## src/rtl/aes_pkg.sv

```systemverilog
// rtl/aes_pkg.sv - shared AES step codes, round count and default step latencies
package aes_pkg;

    localparam logic [2:0] STEP_IDLE          = 3'b000;
    localparam logic [2:0] STEP_LOAD          = 3'b001;
    localparam logic [2:0] STEP_SUB_BYTES     = 3'b010;
    localparam logic [2:0] STEP_SHIFT_ROWS    = 3'b011;
    localparam logic [2:0] STEP_MIX_COLUMNS   = 3'b100;
    localparam logic [2:0] STEP_ADD_ROUND_KEY = 3'b101;
    localparam logic [2:0] STEP_DONE          = 3'b110;

    localparam int AES_NR      = 10;
    localparam int AES_SB_LAT  = 3;
    localparam int AES_SR_LAT  = 1;
    localparam int AES_MC_LAT  = 1;
    localparam int AES_ARK_LAT = 1;

    typedef enum logic [2:0] {
        ST_IDLE          = STEP_IDLE,
        ST_LOAD          = STEP_LOAD,
        ST_SUB_BYTES     = STEP_SUB_BYTES,
        ST_SHIFT_ROWS    = STEP_SHIFT_ROWS,
        ST_MIX_COLUMNS   = STEP_MIX_COLUMNS,
        ST_ADD_ROUND_KEY = STEP_ADD_ROUND_KEY,
        ST_DONE          = STEP_DONE
    } aes_state_e;

    function automatic int max_lat(input int a, input int b, input int c, input int d);
        int m;
        m = a;
        if (b > m) m = b;
        if (c > m) m = c;
        if (d > m) m = d;
        return m;
    endfunction

endpackage

```

## src/rtl/aes_step_timer.sv

```systemverilog
// rtl/aes_step_timer.sv - loadable down-counter flagging the last cycle of a step
module aes_step_timer #(
    parameter int CW = 3
) (
    input  logic          i_clock,
    input  logic          i_reset,
    input  logic          load,
    input  logic [CW-1:0] load_value,
    input  logic          enable,
    output logic          last
);

    logic [CW-1:0] count;

    // Loaded with LAT-1 on step entry, so a count of zero marks the capture cycle.
    always_ff @(posedge i_clock) begin
        if (i_reset) begin
            count <= '0;
        end else if (load) begin
            count <= load_value;
        end else if (enable && (count != '0)) begin
            count <= count - 1'b1;
        end
    end

    assign last = (count == '0);

endmodule

```

## src/rtl/aes_round_ctrl.sv

```systemverilog
// rtl/aes_round_ctrl.sv - AES-128 encrypt round sequencer (FSM, round counter, step strobes)
// Optional abort input enabled by defining AES_ROUND_CTRL_ABORT_EN.
module aes_round_ctrl
    import aes_pkg::*;
#(
    parameter int NR      = AES_NR,
    parameter int SB_LAT  = AES_SB_LAT,
    parameter int SR_LAT  = AES_SR_LAT,
    parameter int MC_LAT  = AES_MC_LAT,
    parameter int ARK_LAT = AES_ARK_LAT
) (
    input  logic       i_clock,
    input  logic       i_reset,
    input  logic       i_start,
`ifdef AES_ROUND_CTRL_ABORT_EN
    input  logic       i_abort,
`endif
    output logic       o_ready,
    output logic       o_done,
    output logic       o_load_input,
    output logic [2:0] o_step,
    output logic [3:0] o_round,
    output logic       o_sub_bytes_active,
    output logic       o_shift_rows_active,
    output logic       o_mix_columns_active,
    output logic       o_add_round_key_active,
    output logic       o_capture,
    output logic       o_key_round_en
);

    localparam int         CW   = $clog2(max_lat(SB_LAT, SR_LAT, MC_LAT, ARK_LAT)) + 1;
    localparam logic [3:0] NR_R = 4'(NR);

    aes_state_e    state, state_next;
    logic [3:0]    round;
    logic          in_step;
    logic          step_last;
    logic          timer_load;
    logic [CW-1:0] timer_value;
    logic          more_rounds;

    assign more_rounds = (round < NR_R);
    assign in_step     = (state == ST_SUB_BYTES) || (state == ST_SHIFT_ROWS) ||
                         (state == ST_MIX_COLUMNS) || (state == ST_ADD_ROUND_KEY);

    always_ff @(posedge i_clock) begin
        if (i_reset) begin
            state <= ST_IDLE;
        end else begin
            state <= state_next;
        end
    end

    always_comb begin
        state_next = state;
        case (state)
            ST_IDLE:          if (i_start) state_next = ST_LOAD;
            ST_LOAD:          state_next = ST_ADD_ROUND_KEY;
            ST_SUB_BYTES:     if (step_last) state_next = ST_SHIFT_ROWS;
            ST_SHIFT_ROWS:    if (step_last) state_next = more_rounds ? ST_MIX_COLUMNS : ST_ADD_ROUND_KEY;
            ST_MIX_COLUMNS:   if (step_last) state_next = ST_ADD_ROUND_KEY;
            ST_ADD_ROUND_KEY: if (step_last) state_next = more_rounds ? ST_SUB_BYTES : ST_DONE;
            ST_DONE:          state_next = ST_IDLE;
            default:          state_next = ST_IDLE;
        endcase
`ifdef AES_ROUND_CTRL_ABORT_EN
        if (i_abort) state_next = ST_IDLE;
`endif
    end

    // Timer is reloaded on every state change with the latency of the state being entered.
    always_comb begin
        timer_load  = (state_next != state);
        timer_value = '0;
        case (state_next)
            ST_SUB_BYTES:     timer_value = CW'(SB_LAT - 1);
            ST_SHIFT_ROWS:    timer_value = CW'(SR_LAT - 1);
            ST_MIX_COLUMNS:   timer_value = CW'(MC_LAT - 1);
            ST_ADD_ROUND_KEY: timer_value = CW'(ARK_LAT - 1);
            default:          timer_value = '0;
        endcase
    end

    aes_step_timer #(.CW(CW)) u_step_timer (
        .i_clock    (i_clock),
        .i_reset    (i_reset),
        .load       (timer_load),
        .load_value (timer_value),
        .enable     (in_step),
        .last       (step_last)
    );

    // Round holds NR through DONE and clears on any return to IDLE.
    always_ff @(posedge i_clock) begin
        if (i_reset) begin
            round <= '0;
        end else if (state_next == ST_IDLE) begin
            round <= '0;
        end else if (o_key_round_en) begin
            round <= round + 4'd1;
        end
    end

    assign o_ready                = (state == ST_IDLE);
    assign o_done                 = (state == ST_DONE);
    assign o_load_input           = (state == ST_LOAD);
    assign o_step                 = state;
    assign o_round                = round;
    assign o_sub_bytes_active     = (state == ST_SUB_BYTES);
    assign o_shift_rows_active    = (state == ST_SHIFT_ROWS);
    assign o_mix_columns_active   = (state == ST_MIX_COLUMNS);
    assign o_add_round_key_active = (state == ST_ADD_ROUND_KEY);
    assign o_capture              = in_step && step_last;
    assign o_key_round_en         = o_capture && (state == ST_ADD_ROUND_KEY) && more_rounds;

endmodule

```

## config.mk

```make
export PLATFORM = sky130hd
export DESIGN_NAME = aes_round_ctrl
export DESIGN_NICKNAME = d
export VERILOG_FILES = /design/src/rtl/aes_pkg.sv /design/src/rtl/aes_step_timer.sv /design/src/rtl/aes_round_ctrl.sv
export SDC_FILE = /design/constraint.sdc
export NUM_CORES = 1
export LEC_CHECK = 0
export CORE_MARGIN = 2
export CORE_UTILIZATION = 46
export DETAILED_ROUTE_END_ITERATION = 10
export GPL_ROUTABILITY_DRIVEN = 0
export GPL_TIMING_DRIVEN = 1
export PLACE_DENSITY = 0.81
export SYNTH_ARGS = -nofsm -noshare
export SYNTH_HDL_FRONTEND = slang
export SYNTH_HIERARCHICAL = 1
export SYNTH_SLANG_ARGS = --single-unit
```

## constraint.sdc

```tcl
create_clock -name i_clock -period 2.1 [get_ports i_clock]
set_input_delay 0.42 -clock i_clock [delete_from_list [all_inputs] [get_ports i_clock]]
set_output_delay 0.42 -clock i_clock [all_outputs]
set_load 0.02 [all_outputs]
```

==> run summary <==
* 280 ps — Worst-Skew Late Latency
* 5.42 — detail-routed via count per cell
* 32 — number of distinct library cell variants in the gate-level netlist after synthesis
* 48.5% — starting utilization of the core area
* 43.6 µm — Die Wd
* 10 x dfxtp_1, 6 x a21oi_1, 6 x inv_1, 6 x nor2_1 — commonest cells in the synthesized netlist
* 1900 µm² — Die Footprint
* 0 — number of diodes added for antenna fixing
* 9 — crit-path max FO
* 0 — number of setup violations in the final report
* 4 — number of iterations in the first detailed-routing pass
* 0 — Antenna Violating Nets Remaining
* 8.30 µm² — average footprint of a synthesized cell
* 2070 ps — post-route minimum period
* 10 — #FFs+latches synth
* 8.19 ps — Clock Skews
* 22.3% — routing usage on met1
* 1650 ps — Worst Path Arrival
* dfxtp_1 28%, ha_1 5.2%, buf_6 4.7% — Area contributors post-synth
* reg -> out — critical path class
* 0 — # Max-Cap Violations
* 10 — clock sink count
* 18 — port buffer count
* 2 — Max Root-Sink Buffers
* 1490 µm² — total core area
* 129 — count of placed standard cells in the final layout, fillers left out
* 883 nW/µm² — power density cells
* 3 — cts bufs inserted
* 67.1% — Relative slew margins
* reg -> reg — worst min-delay path class
* met2 — GRT Max-Usage Layer
* 125 — placed cell count
* 2 — worst hold path depth
* 0% — Post-synth ARST share
* 60 ps — CTS clock-pin slew for the worst setup and hold paths
* 0 — number of enable flip-flop cells after synthesis
* 2.66 mm — global-route wire length before repair
* 489 ps — transition time at the pin with the least slew margin
* 36.6% — signed area change from the synthesized netlist to the final layout
* 6 — yosys synthesis warning count
* 0 — number of max-slew violations in the final report
* yes — clock tree from TritonCTS
* 23 — drt initial violations
* clkbuf_4 — clock root cell
* 0 — antenna violations before repair
* 120 — # nets final
* 43.6 µm — die height
* 14 — count of standard-cell rows
* flip-flop — startpoint type of the worst setup path
* dfxtp_1 — most area-hungry cell type in the Yosys netlist
* finished clean — run status
* 619 — via count of the first global-routing pass
* dfxtp_1 — Primary FF master, synth
* 1 — htree depth
* 30.3% — met2 global-route usage
* 1680 ps — Required @ worst endpoint
* output pin — Worst setup EP type
* 722 µm² — netlist area before placement
* 9 — number of cells on the worst reg-to-reg path
* 98.4% — part of the cycle the worst path needs
* 1.21 mm — half-perimeter wire length of the detailed placement result
* 0.435 nW — leakage power summed over all cells
* 13.0 µm — wire length per cell
* 0 — buffers inserted during post-CTS setup optimization
* 699 — total number of vias
* 87 — post-synthesis instance total
* 441 µV — Worst IR Drop VDD
* 66.2% — final core utilization
* 18.8% — global-route total usage across every layer
* 27.7% — portion of the post-synthesis area used by sequential elements
* 19 — number of top-level pins
* 8.33% — met3 Use GR
* 0 — detailed-route DRC error count
* 0 — sum of overflow across all layers after global routing
* dfxtp_1 — count leader, synth
* 1.68 mm — routed wire length
* 0 — hold violation count in the final report
* 23.0% — fraction of layout instances using a drive strength above 1
* 27.7% — area share of the largest cell type after synthesis
* 0.484 GHz — highest clock rate
* 16 — pin count of the biggest net entering global routing
-- repair_timing --
action | in CTS | in global routing
setup endpoints to repair | 8 | 6
resized for setup | 8 | 6
hold buffers | 0 | 0
cloned | 0 | 0
pin swaps | 0 | 0
-- through the flow --
step           worst slack, ps  power [mW]  instance area (µm²)  hold slack (ps)  setup TNS (ps)
5_1_grt                  -25.5       0.926                  986              537           -25.5
6_report                  33.1       0.871                  986              519               0
2_1_floorplan              246       0.539                  726              471               0
3_5_place_dp              32.2       0.684                  945              504               0
3_3_place_gp              69.4       0.675                  945              501               0
4_1_cts                   7.43       0.868                  981              524               0
-- state kept, by name, summed over array words and instances (netlist names) --
name / cells
o_round: 4
o_step: 3
u_step_timer/count: 3
-- worst paths after layout --
path,startpoint,end,slack (ps)
worst max-delay path,u_step_timer/count[0],o_capture,30
worst min-delay path,u_step_timer/count[1],u_step_timer/count[1],520
worst max register to register,u_step_timer/count[0],u_step_timer/count[2],180
worst min register to register,u_step_timer/count[1],u_step_timer/count[1],520
-- where the power goes --
group / switching [mW] / leakage [nW] / total [mW] / internal, mW
clock network: 0.0730 / 0.0210 / 0.178 / 0.106
logic: 0.217 / 0.331 / 0.432 / 0.216
registers: 0.0439 / 0.0830 / 0.260 / 0.216
-- metal layers --
| layer | share of wire, % | up-vias |
|---|---|---|
| li1 | - | 361 |
| met1 | 42 | 311 |
| met2 | 51 | 23 |
| met3 | 5.6 | 4 |
| met4 | 1.2 | 0 |
| met5 | 0 | - |
-- layout by cell type, fill, tap and decap left out, types with 2 or more instances in the layout --
| master | netlist | final |
|---|---|---|
| and3_1 | 2 | 2 |
| a21oi_2 | 2 | 2 |
| dlygate4sd2_1 | 0 | 2 |
| dfxtp_2 | 0 | 2 |
| ha_1 | 3 | 2 |
| a31oi_1 | 4 | 4 |
| nand3b_1 | 2 | 2 |
| a21oi_1 | 6 | 6 |
| and4b_1 | 2 | 2 |
| clkbuf_4 | 0 | 3 |
| o21ai_0 | 5 | 5 |
| dfxtp_1 | 10 | 7 |
| inv_1 | 6 | 6 |
| clkdlybuf4s50_1 | 0 | 13 |
| buf_4 | 1 | 10 |
| nand2_1 | 5 | 5 |
| o21a_1 | 2 | 2 |
| nor2_1 | 6 | 6 |
| nor3b_1 | 3 | 3 |
| or3_1 | 3 | 3 |
| nor3_1 | 5 | 5 |
| conb_1 | 1 | 2 |
| xnor2_1 | 2 | 2 |
-- kinds of logic after synthesis --
group           synth area share, %
compound gates                 22.9
xor+xnor                       3.64
fa+ha+maj                      5.20
buf+inv                        10.9
flops                          27.7
other cells                   0.519
simple gates                   29.1
-- final cells by class --
type,instances,area (µm²)
multi-input cells,65,449
fillers,128,503
flip-flops and latches,10,206
well taps,16,20.0
clock buffers,4,36.3
repair buffers,28,251
inverters,6,22.5
-- critical path, stage by stage (launching register included) --
cell and delay [ps]:
dfxtp_1 340, inv_1 50, ha_1 220, ha_2 210
buf_4 170, and2_1 140, clkdlybuf4s15_2 240
Power figures use the tool's default switching activity.
